<file path="src/rtl/vga_rect_painter.sv">
// Rectangle-fill / full-screen-clear frame-buffer writer, one pixel write per clock in raster order.
// Latency: first write one cycle after command acceptance; done one cycle after the last write.
// Backpressure: cmd_ready only in IDLE (no queueing); stall_i freezes the raster walk for that cycle.
//
// Ports:
//   clk_i, rst_ni              clock, asynchronous active-low reset
//   cmd_valid_i / cmd_ready_o  command handshake
//   cmd_clear_i                fill whole screen, coordinates ignored
//   cmd_x0_i, cmd_x1_i         inclusive column bounds (10 bit)
//   cmd_y0_i, cmd_y1_i         inclusive row bounds (9 bit)
//   cmd_color_i                RGB888 fill value
//   stall_i                    frame-buffer write port unavailable this cycle
//   wr_en_o, wr_addr_o, wr_data_o   pixel write port, addr = {x[9:0], y[8:0]}
//   busy_o, done_o             command in progress / one-cycle completion pulse
//   pix_count_o                pixels written for the current or most recent command
module vga_rect_painter #(
    parameter int H_MAX = 640,
    parameter int V_MAX = 480
) (
    input  logic        clk_i,
    input  logic        rst_ni,
    input  logic        cmd_valid_i,
    output logic        cmd_ready_o,
    input  logic        cmd_clear_i,
    input  logic [9:0]  cmd_x0_i,
    input  logic [9:0]  cmd_x1_i,
    input  logic [8:0]  cmd_y0_i,
    input  logic [8:0]  cmd_y1_i,
    input  logic [23:0] cmd_color_i,
    input  logic        stall_i,
    output logic        wr_en_o,
    output logic [18:0] wr_addr_o,
    output logic [23:0] wr_data_o,
    output logic        busy_o,
    output logic        done_o,
    output logic [18:0] pix_count_o
);

    localparam logic [9:0] X_LAST = 10'(H_MAX - 1);
    localparam logic [8:0] Y_LAST = 9'(V_MAX - 1);

    typedef enum logic [1:0] {
        ST_IDLE,
        ST_PAINT,
        ST_DONE
    } state_e;

    state_e state_q, state_d;

    logic [9:0]  x_q, x_d;
    logic [8:0]  y_q, y_d;
    logic [9:0]  x0_q, x0_d;
    logic [9:0]  x1_q, x1_d;
    logic [8:0]  y1_q, y1_d;
    logic [23:0] color_q, color_d;
    logic [18:0] pix_q, pix_d;

    // Effective (clipped) bounds of the command on the input pins.
    logic [9:0] eff_x0, eff_x1;
    logic [8:0] eff_y0, eff_y1;
    logic       cmd_empty;
    logic       accept;
    logic       step;
    logic       last_col;
    logic       last_pix;

    always_comb begin
        eff_x0 = cmd_x0_i;
        eff_y0 = cmd_y0_i;
        eff_x1 = (cmd_x1_i > X_LAST) ? X_LAST : cmd_x1_i;
        eff_y1 = (cmd_y1_i > Y_LAST) ? Y_LAST : cmd_y1_i;
        if (cmd_clear_i) begin
            eff_x0 = '0;
            eff_y0 = '0;
            eff_x1 = X_LAST;
            eff_y1 = Y_LAST;
        end
    end

    // Clipping x1/y1 already folds x0 >= H_MAX and y0 >= V_MAX into this test.
    assign cmd_empty = (eff_x0 > eff_x1) || (eff_y0 > eff_y1);
    assign accept    = (state_q == ST_IDLE) && cmd_valid_i;
    assign step      = (state_q == ST_PAINT) && !stall_i;
    assign last_col  = (x_q == x1_q);
    assign last_pix  = last_col && (y_q == y1_q);

    // State register
    always_ff @(posedge clk_i or negedge rst_ni) begin
        if (!rst_ni) begin
            state_q <= ST_IDLE;
        end else begin
            state_q <= state_d;
        end
    end

    // Next-state logic
    always_comb begin
        state_d = state_q;
        case (state_q)
            ST_IDLE: begin
                if (accept) begin
                    state_d = cmd_empty ? ST_DONE : ST_PAINT;
                end
            end
            ST_PAINT: begin
                if (step && last_pix) begin
                    state_d = ST_DONE;
                end
            end
            ST_DONE: state_d = ST_IDLE;
            default: state_d = ST_IDLE;
        endcase
    end

    // Outputs decoded from registered state; wr_en also gated by the stall input.
    always_comb begin
        cmd_ready_o = (state_q == ST_IDLE);
        busy_o      = (state_q != ST_IDLE);
        done_o      = (state_q == ST_DONE);
        wr_en_o     = step;
        wr_addr_o   = {x_q, y_q};
        wr_data_o   = color_q;
        pix_count_o = pix_q;
    end

    // Raster walker and command latch
    always_comb begin
        x_d     = x_q;
        y_d     = y_q;
        x0_d    = x0_q;
        x1_d    = x1_q;
        y1_d    = y1_q;
        color_d = color_q;
        pix_d   = pix_q;
        if (accept) begin
            x_d     = eff_x0;
            y_d     = eff_y0;
            x0_d    = eff_x0;
            x1_d    = eff_x1;
            y1_d    = eff_y1;
            color_d = cmd_color_i;
            pix_d   = '0;
        end else if (step) begin
            pix_d = pix_q + 19'd1;
            // On the final pixel the position is left alone so the address
            // stays on the last written location after the command ends.
            if (!last_pix) begin
                if (last_col) begin
                    x_d = x0_q;
                    y_d = y_q + 9'd1;
                end else begin
                    x_d = x_q + 10'd1;
                end
            end
        end
    end

    always_ff @(posedge clk_i or negedge rst_ni) begin
        if (!rst_ni) begin
            x_q     <= '0;
            y_q     <= '0;
            x0_q    <= '0;
            x1_q    <= '0;
            y1_q    <= '0;
            color_q <= '0;
            pix_q   <= '0;
        end else begin
            x_q     <= x_d;
            y_q     <= y_d;
            x0_q    <= x0_d;
            x1_q    <= x1_d;
            y1_q    <= y1_d;
            color_q <= color_d;
            pix_q   <= pix_d;
        end
    end

endmodule

</file>
<file path="config.mk">
export PLATFORM = sky130hd
export DESIGN_NAME = vga_rect_painter
export DESIGN_NICKNAME = d
export VERILOG_FILES = /design/src/rtl/vga_rect_painter.sv
export SDC_FILE = /design/constraint.sdc
export NUM_CORES = 1
export LEC_CHECK = 0
export ABC_AREA = 1
export BUFFER_PORTS_ARGS = -buffer_cell sky130_fd_sc_hd__buf_2
export CORE_MARGIN = 2
export CORE_UTILIZATION = 58
export DETAILED_ROUTE_END_ITERATION = 12
export PLACE_DENSITY = 0.87
export SETUP_SLACK_MARGIN = 0.5
export SYNTH_ARGS = -nofsm -noshare
export SYNTH_HDL_FRONTEND = slang
export SYNTH_SLANG_ARGS = --single-unit
export TNS_END_PERCENT = 1
</file>
<file path="constraint.sdc">
create_clock -name clk_i -period 3.2 [get_ports clk_i]
set_input_delay 0.16 -clock clk_i [delete_from_list [all_inputs] [get_ports clk_i]]
set_output_delay 0.16 -clock clk_i [all_outputs]
set_load 0.1 [all_outputs]
</file>
Word-level counts from Yosys, hierarchy flattened
Cells that the tools add are included.
W data, S select, Z words.
{"block": "totals", "reg_bits": 93, "word_cells": 55, "inputBits": 67, "out_inout_bits": 66}
{"block": "classes", "n_reduce_logical": 13, "addsub": 3, "n_mux": 20, "n_eq_ne": 7, "order_cmp": 4}
{"operator": "$mux W10", "count": 7}
{"operator": "$mux W9", "count": 7}
{"operator": "$mux W19", "count": 2}
{"operator": "$add A19 B1 Y19 const B", "count": 1}
{"operator": "$add A10 B1 Y10 const B", "count": 1}
{"operator": "$eq A10 B10 Y1", "count": 1}
{"operator": "$gt A10 B10 Y1", "count": 1}
{"operator": "$gt A10 B10 Y1 const B", "count": 1}
{"operator": "$add A9 B1 Y9 const B", "count": 1}
{"operator": "$eq A9 B9 Y1", "count": 1}
{"operator": "$gt A9 B9 Y1", "count": 1}
{"operator": "$gt A9 B9 Y1 const B", "count": 1}
{"operator": "$mux W2", "count": 3}
{"operator": "$reduce_bool A2 Y1", "count": 3}
{"operator": "$logic_and A1 B1 Y1", "count": 4}
{"operator": "$ne A2 B1 Y1 const B", "count": 2}
{"operator": "$pmux W2 S2", "count": 1}
{"operator": "$reduce_and A2 Y1", "count": 2}
{"operator": "$reduce_and A3 Y1", "count": 1}
{"operator": "$eq A2 B1 Y1 const B", "count": 1}
{"operator": "$eq A2 B2 Y1 const B", "count": 1}
{"operator": "$logic_not A2 Y1", "count": 1}
{"operator": "$ne A2 B2 Y1 const B", "count": 1}
{"operator": "$logic_not A1 Y1", "count": 1}
{"operator": "$logic_or A1 B1 Y1", "count": 1}

Depth between registers and ports, before layout
{"block": "depth", "word_depth": 8, "depth_mapped": 13, "mapped_depth_nobuf": 12}

Least setup slack after synthesis
Ideal clock, no wire load.
{"block": "synth_timing", "path_type": "register to register", "startpoint": "register state_q[0]", "endpoint": "register y_q[4]", "slack_ns": 0.323, "n_path_buf": 1, "t_arrival_ns": 2.810, "t_required_ns": 3.133, "setup_time_ns": 0.067, "stages_incl_launch_ff": 7, "period_less_slack_ns": 2.877, "cell_sequence": "dfrtp_1 nor2_1 nand2_2 nand2_1 buf_2 nand4_1 nand2_1"}
{"block": "synth_via", "elab_chain_cells": 4, "elab_cells_between_ends": 9, "cone_classes": "eq/ne: 2; mux: 1; reduce/logical: 6"}
{"item": "start: declaration", "line_no": "48", "text": "state_e state_q, state_d;"}
{"item": "start signal: assignment", "line_no": "92", "text": "state_q <= state_d;"}
{"item": "$logic_not A2 Y1 (*)"}
{"item": "via cmd_ready_o", "line_no": "23", "text": "output logic cmd_ready_o,"}
{"item": "$logic_and A1 B1 Y1 (*)", "line_no": "82", "text": "assign accept = (state_q == ST_IDLE) && cmd_valid_i;"}
{"item": "$ne A2 B2 Y1 (no source line) or $reduce_bool A2 Y1 (tied branches)"}
{"item": "$reduce_and A3 Y1 (no source line)"}
{"item": "end signal: assignment", "line_no": "169", "text": "y_q <= y_d;"}
{"item": "end: declaration", "line_no": "51", "text": "logic [8:0] y_q, y_d;"}
Mark *: on every way through the listed nets, which the timed path passes. The rest lies on a longest branch.
A chain may end at the register's enable or synchronous reset.

Worst setup path after layout
{"block": "layout_timing", "startpoint": "register state_q[1]", "endpoint": "register y_q[4]"}
{"block": "layout_via", "elab_chain_cells": 4, "elab_cells_between_ends": 9, "cone_classes": "eq/ne: 2; mux: 1; reduce/logical: 6"}
{"item": "$logic_not A2 Y1 or $eq A2 B1 Y1 (tied branches)", "line_no": "82, 83"}
{"item": "$logic_and A1 B1 Y1, on equally long branches", "line_no": "82, 83"}
{"item": "$ne A2 B2 Y1 (no source line) or $reduce_bool A2 Y1 (tied branches)"}
{"item": "$reduce_and A3 Y1 (no source line)"}
Parallel ways exist; a longest one is shown, timed or not.

==> results.txt <==
port bufs -> 132
Yosys top cell by area -> dfrtp_1
unrepaired setup endpoints after global routing -> no
worst skew pair latency -> 0.36 ns
Post-synth EDFFs -> 0
core area -> 9240 sq um
fin nets -> 976
fraction of registers with async set/reset -> 100%
I/O Pins -> 133
Syn Area/Cell -> 7.36 sq um
initial DRC count -> 300
Ys Warns -> 0
Clock Tree Root -> clkbuf_8
P_leak -> 3.75 nW
Max Clk Rate -> 463 MHz
DIE WIDTH -> 101 um
gpl congestion -> 0.888
Worst Max-Slew Pin Slew -> 0.844 ns
Via density -> 5.24
Critical R2R Launch -> state_q[1]$_DFFE_PN0P_
# fillers -> 757
wire per inst -> 13.4 um
multi-input logic area -> 2770 sq um
Hold Fails Final Rpt -> 0
WL final -> 13,600 um
vias in the first global route -> 5,125
Clock H-tree levels -> 3
TritonCTS buffer count -> 9
final core utilization -> 71.5%
Cell Rows -> 35
Final ANT Viol Nets -> 0
Clk pin slew, worst setup/hold paths -> 0.09 ns
clk buf depth -> 2
via count -> 5,348
die area -> 10,300 sq um
Storage cell area -> 2330 sq um
initial core utilization -> 59.5%
Netlist cell types -> 38
Tcrit/Tclk final -> 67.5%
most common cell in the netlist -> nand2_1
Mapped Area -> 5500 sq um
total power per unit cell area -> 1030 nW/um^2
Yosys top cell area share -> 42.3%
Worst EP arrival -> 2.46 ns
number of synthesized register bits -> 93
class of the worst hold path -> in -> reg
CTS tree -> built
FF-to-FF setup slack -> 1.04 ns
Die Span Y -> 101 um
Pre-Repair DR Iteration Count -> 5
worst setup path start -> state_q[1]$_DFFE_PN0P_
ys flop type -> dfrtp_1
CP Capture Type -> flop
Final setup viols -> 0
top cells by area, synth -> dfrtp_1 42%, nand2_1 20%, ha_1 5.0%
CP Launch Type -> flop
Worst Path Class, Setup -> reg -> reg
syn nets -> 836
worst relative slew slack -> 43.7%
P&R area growth vs syn -> 20.1%
commonest cells in the netlist -> 288 x nand2_1, 93 x dfrtp_1, 68 x inv_1
CP max FO -> 49
status -> completed
GR Util All Layers -> 28.2%
Max Slew Vio Count -> 0
DRC violations left -> 0
initial antenna violation count -> 0
clk sinks -> 93
Max-Cap Viols -> 0
setup tns final -> 0 ns
Tmin final -> 2.16 ns
layout cells sized above 1 -> 20.3%
Worst Path Required -> 3.50 ns
# diodes -> 0
global-route wire length before repair -> 23,400 um
VDD IR max -> 802 uV
Final Skew -> 0.00835 ns
post-synthesis sequential area ratio -> 42.3%
hold_sp -> cmd_color_i[1]
post-detail-place hpwl -> 9560 um
cell count after synthesis -> 747
largest net degree at the start of global routing -> 77
total grt overflow -> 0
-- per-stage QoR --
step	std cells	power (mW)	instance area, sq um	setup slack [ns]	hold WS, ns
floorplan	747	5.34	5500	0.906	-0.136
global placement	986	5.97	6230	1.11	0.265
detailed placement	986	6.02	6230	1.04	0.265
CTS	1020	6.82	6600	1.08	0.00145
global route	1020	7.25	6600	0.803	0.0188
finish	1020	6.83	6600	1.04	0.00492
-- sequential cells by signal, indices dropped and copies added, names as in the netlist --
| signal | cells |
|---|---|
| x_q | 10 |
| state_q | 2 |
| wr_data_o | 24 |
| y1_q | 9 |
| pix_count_o | 19 |
| x1_q | 10 |
| x0_q | 10 |
| y_q | 9 |
-- layout make-up --
class / count / share of cell area [%]
Clock inverter: 6 / 0.966
Multi-Input combinational cell: 557 / 41.9
Clock buffer: 9 / 1.88
Timing Repair Buffer: 154 / 13.5
Inverter: 72 / 4.09
Sequential cell: 93 / 35.2
Tap cell: 129 / 2.44
-- cell families (layout without fill, tap and decap cells) --
logic type | after synthesis | after routing | synth area share (%)
flip-flops | 93 | 93 | 42.3
XOR/XNOR | 16 | 16 | 2.55
adder cells (fa/ha/maj) | 22 | 22 | 5.01
AO/OA/AOI/OAI | 70 | 70 | 6.87
buffers and inverters | 97 | 241 | 7.44
AND/OR/NAND/NOR | 449 | 449 | 35.8
-- layer usage --
layer | up-vias | share of wire, % | global-route usage [%]
li1 | 2655 | - | -
met1 | 2465 | 44 | 37.9
met2 | 214 | 47 | 47.4
met3 | 14 | 7.9 | 5.04
met4 | 0 | 1.2 | 7.48
met5 | - | 0 | 0
-- critical path, stage by stage, from the launching register on --
cell     delay (ns)
dfrtp_1        0.41
nor2_2         0.22
nand2_4        0.29
inv_2          0.72
nor2_1         0.11
a21oi_1        0.16
nand4_1        0.10
nand2_1        0.09
-- path summary, 6_finish.rpt --
kind	end	depth (start not counted)
worst max-delay path	y_q[4]$_DFFE_PN0P_	7
worst min-delay path	wr_data_o[1]$_DFFE_PN0P_	3
worst max register to register	y_q[4]$_DFFE_PN0P_	7
worst min register to register	wr_data_o[14]$_DFFE_PN0P_	2
max in group asynchronous	pix_count_o[2]$_DFFE_PN0P_	3
min in group asynchronous	x1_q[7]$_DFFE_PN0P_	2
-- power breakdown --
group          switching (mW)  internal, mW  total [mW]  leakage, nW
Sequential              0.395          1.62        2.02         1.19
Combinational            3.23         0.798        4.03         2.46
Clock                   0.418         0.357       0.775       0.0915
-- placed cells by master (no fill, tap or decap), drive strengths merged --
| master | n |
|---|---|
| a211oi | 1 |
| a21o | 2 |
| a21oi | 20 |
| a22o | 1 |
| buf | 135 |
| bufinv | 1 |
| clkbuf | 9 |
| clkinv | 2 |
| clkinvlp | 2 |
| dfrtp | 93 |
| dlygate4sd3 | 19 |
| ha | 22 |
| inv | 73 |
| nand2 | 297 |
| nand3 | 48 |
| nand3b | 1 |
| nand4 | 18 |
| nor2 | 69 |
| nor3 | 12 |
| nor3b | 1 |
| o211ai | 1 |
| o21a | 2 |
| o21ai | 41 |
| o221a | 1 |
| o31ai | 1 |
| or2 | 3 |
| xnor2 | 7 |
| xor2 | 9 |
-- repair_timing --
action | 4_1_cts | 5_1_grt
endpoints found under the hold margin | 72 | 0
resized for setup | 0 | 0
buffers inserted | 0 | 0
hold buffers | 19 | 0
No activity file was read; power rests on OpenSTA's default activity.
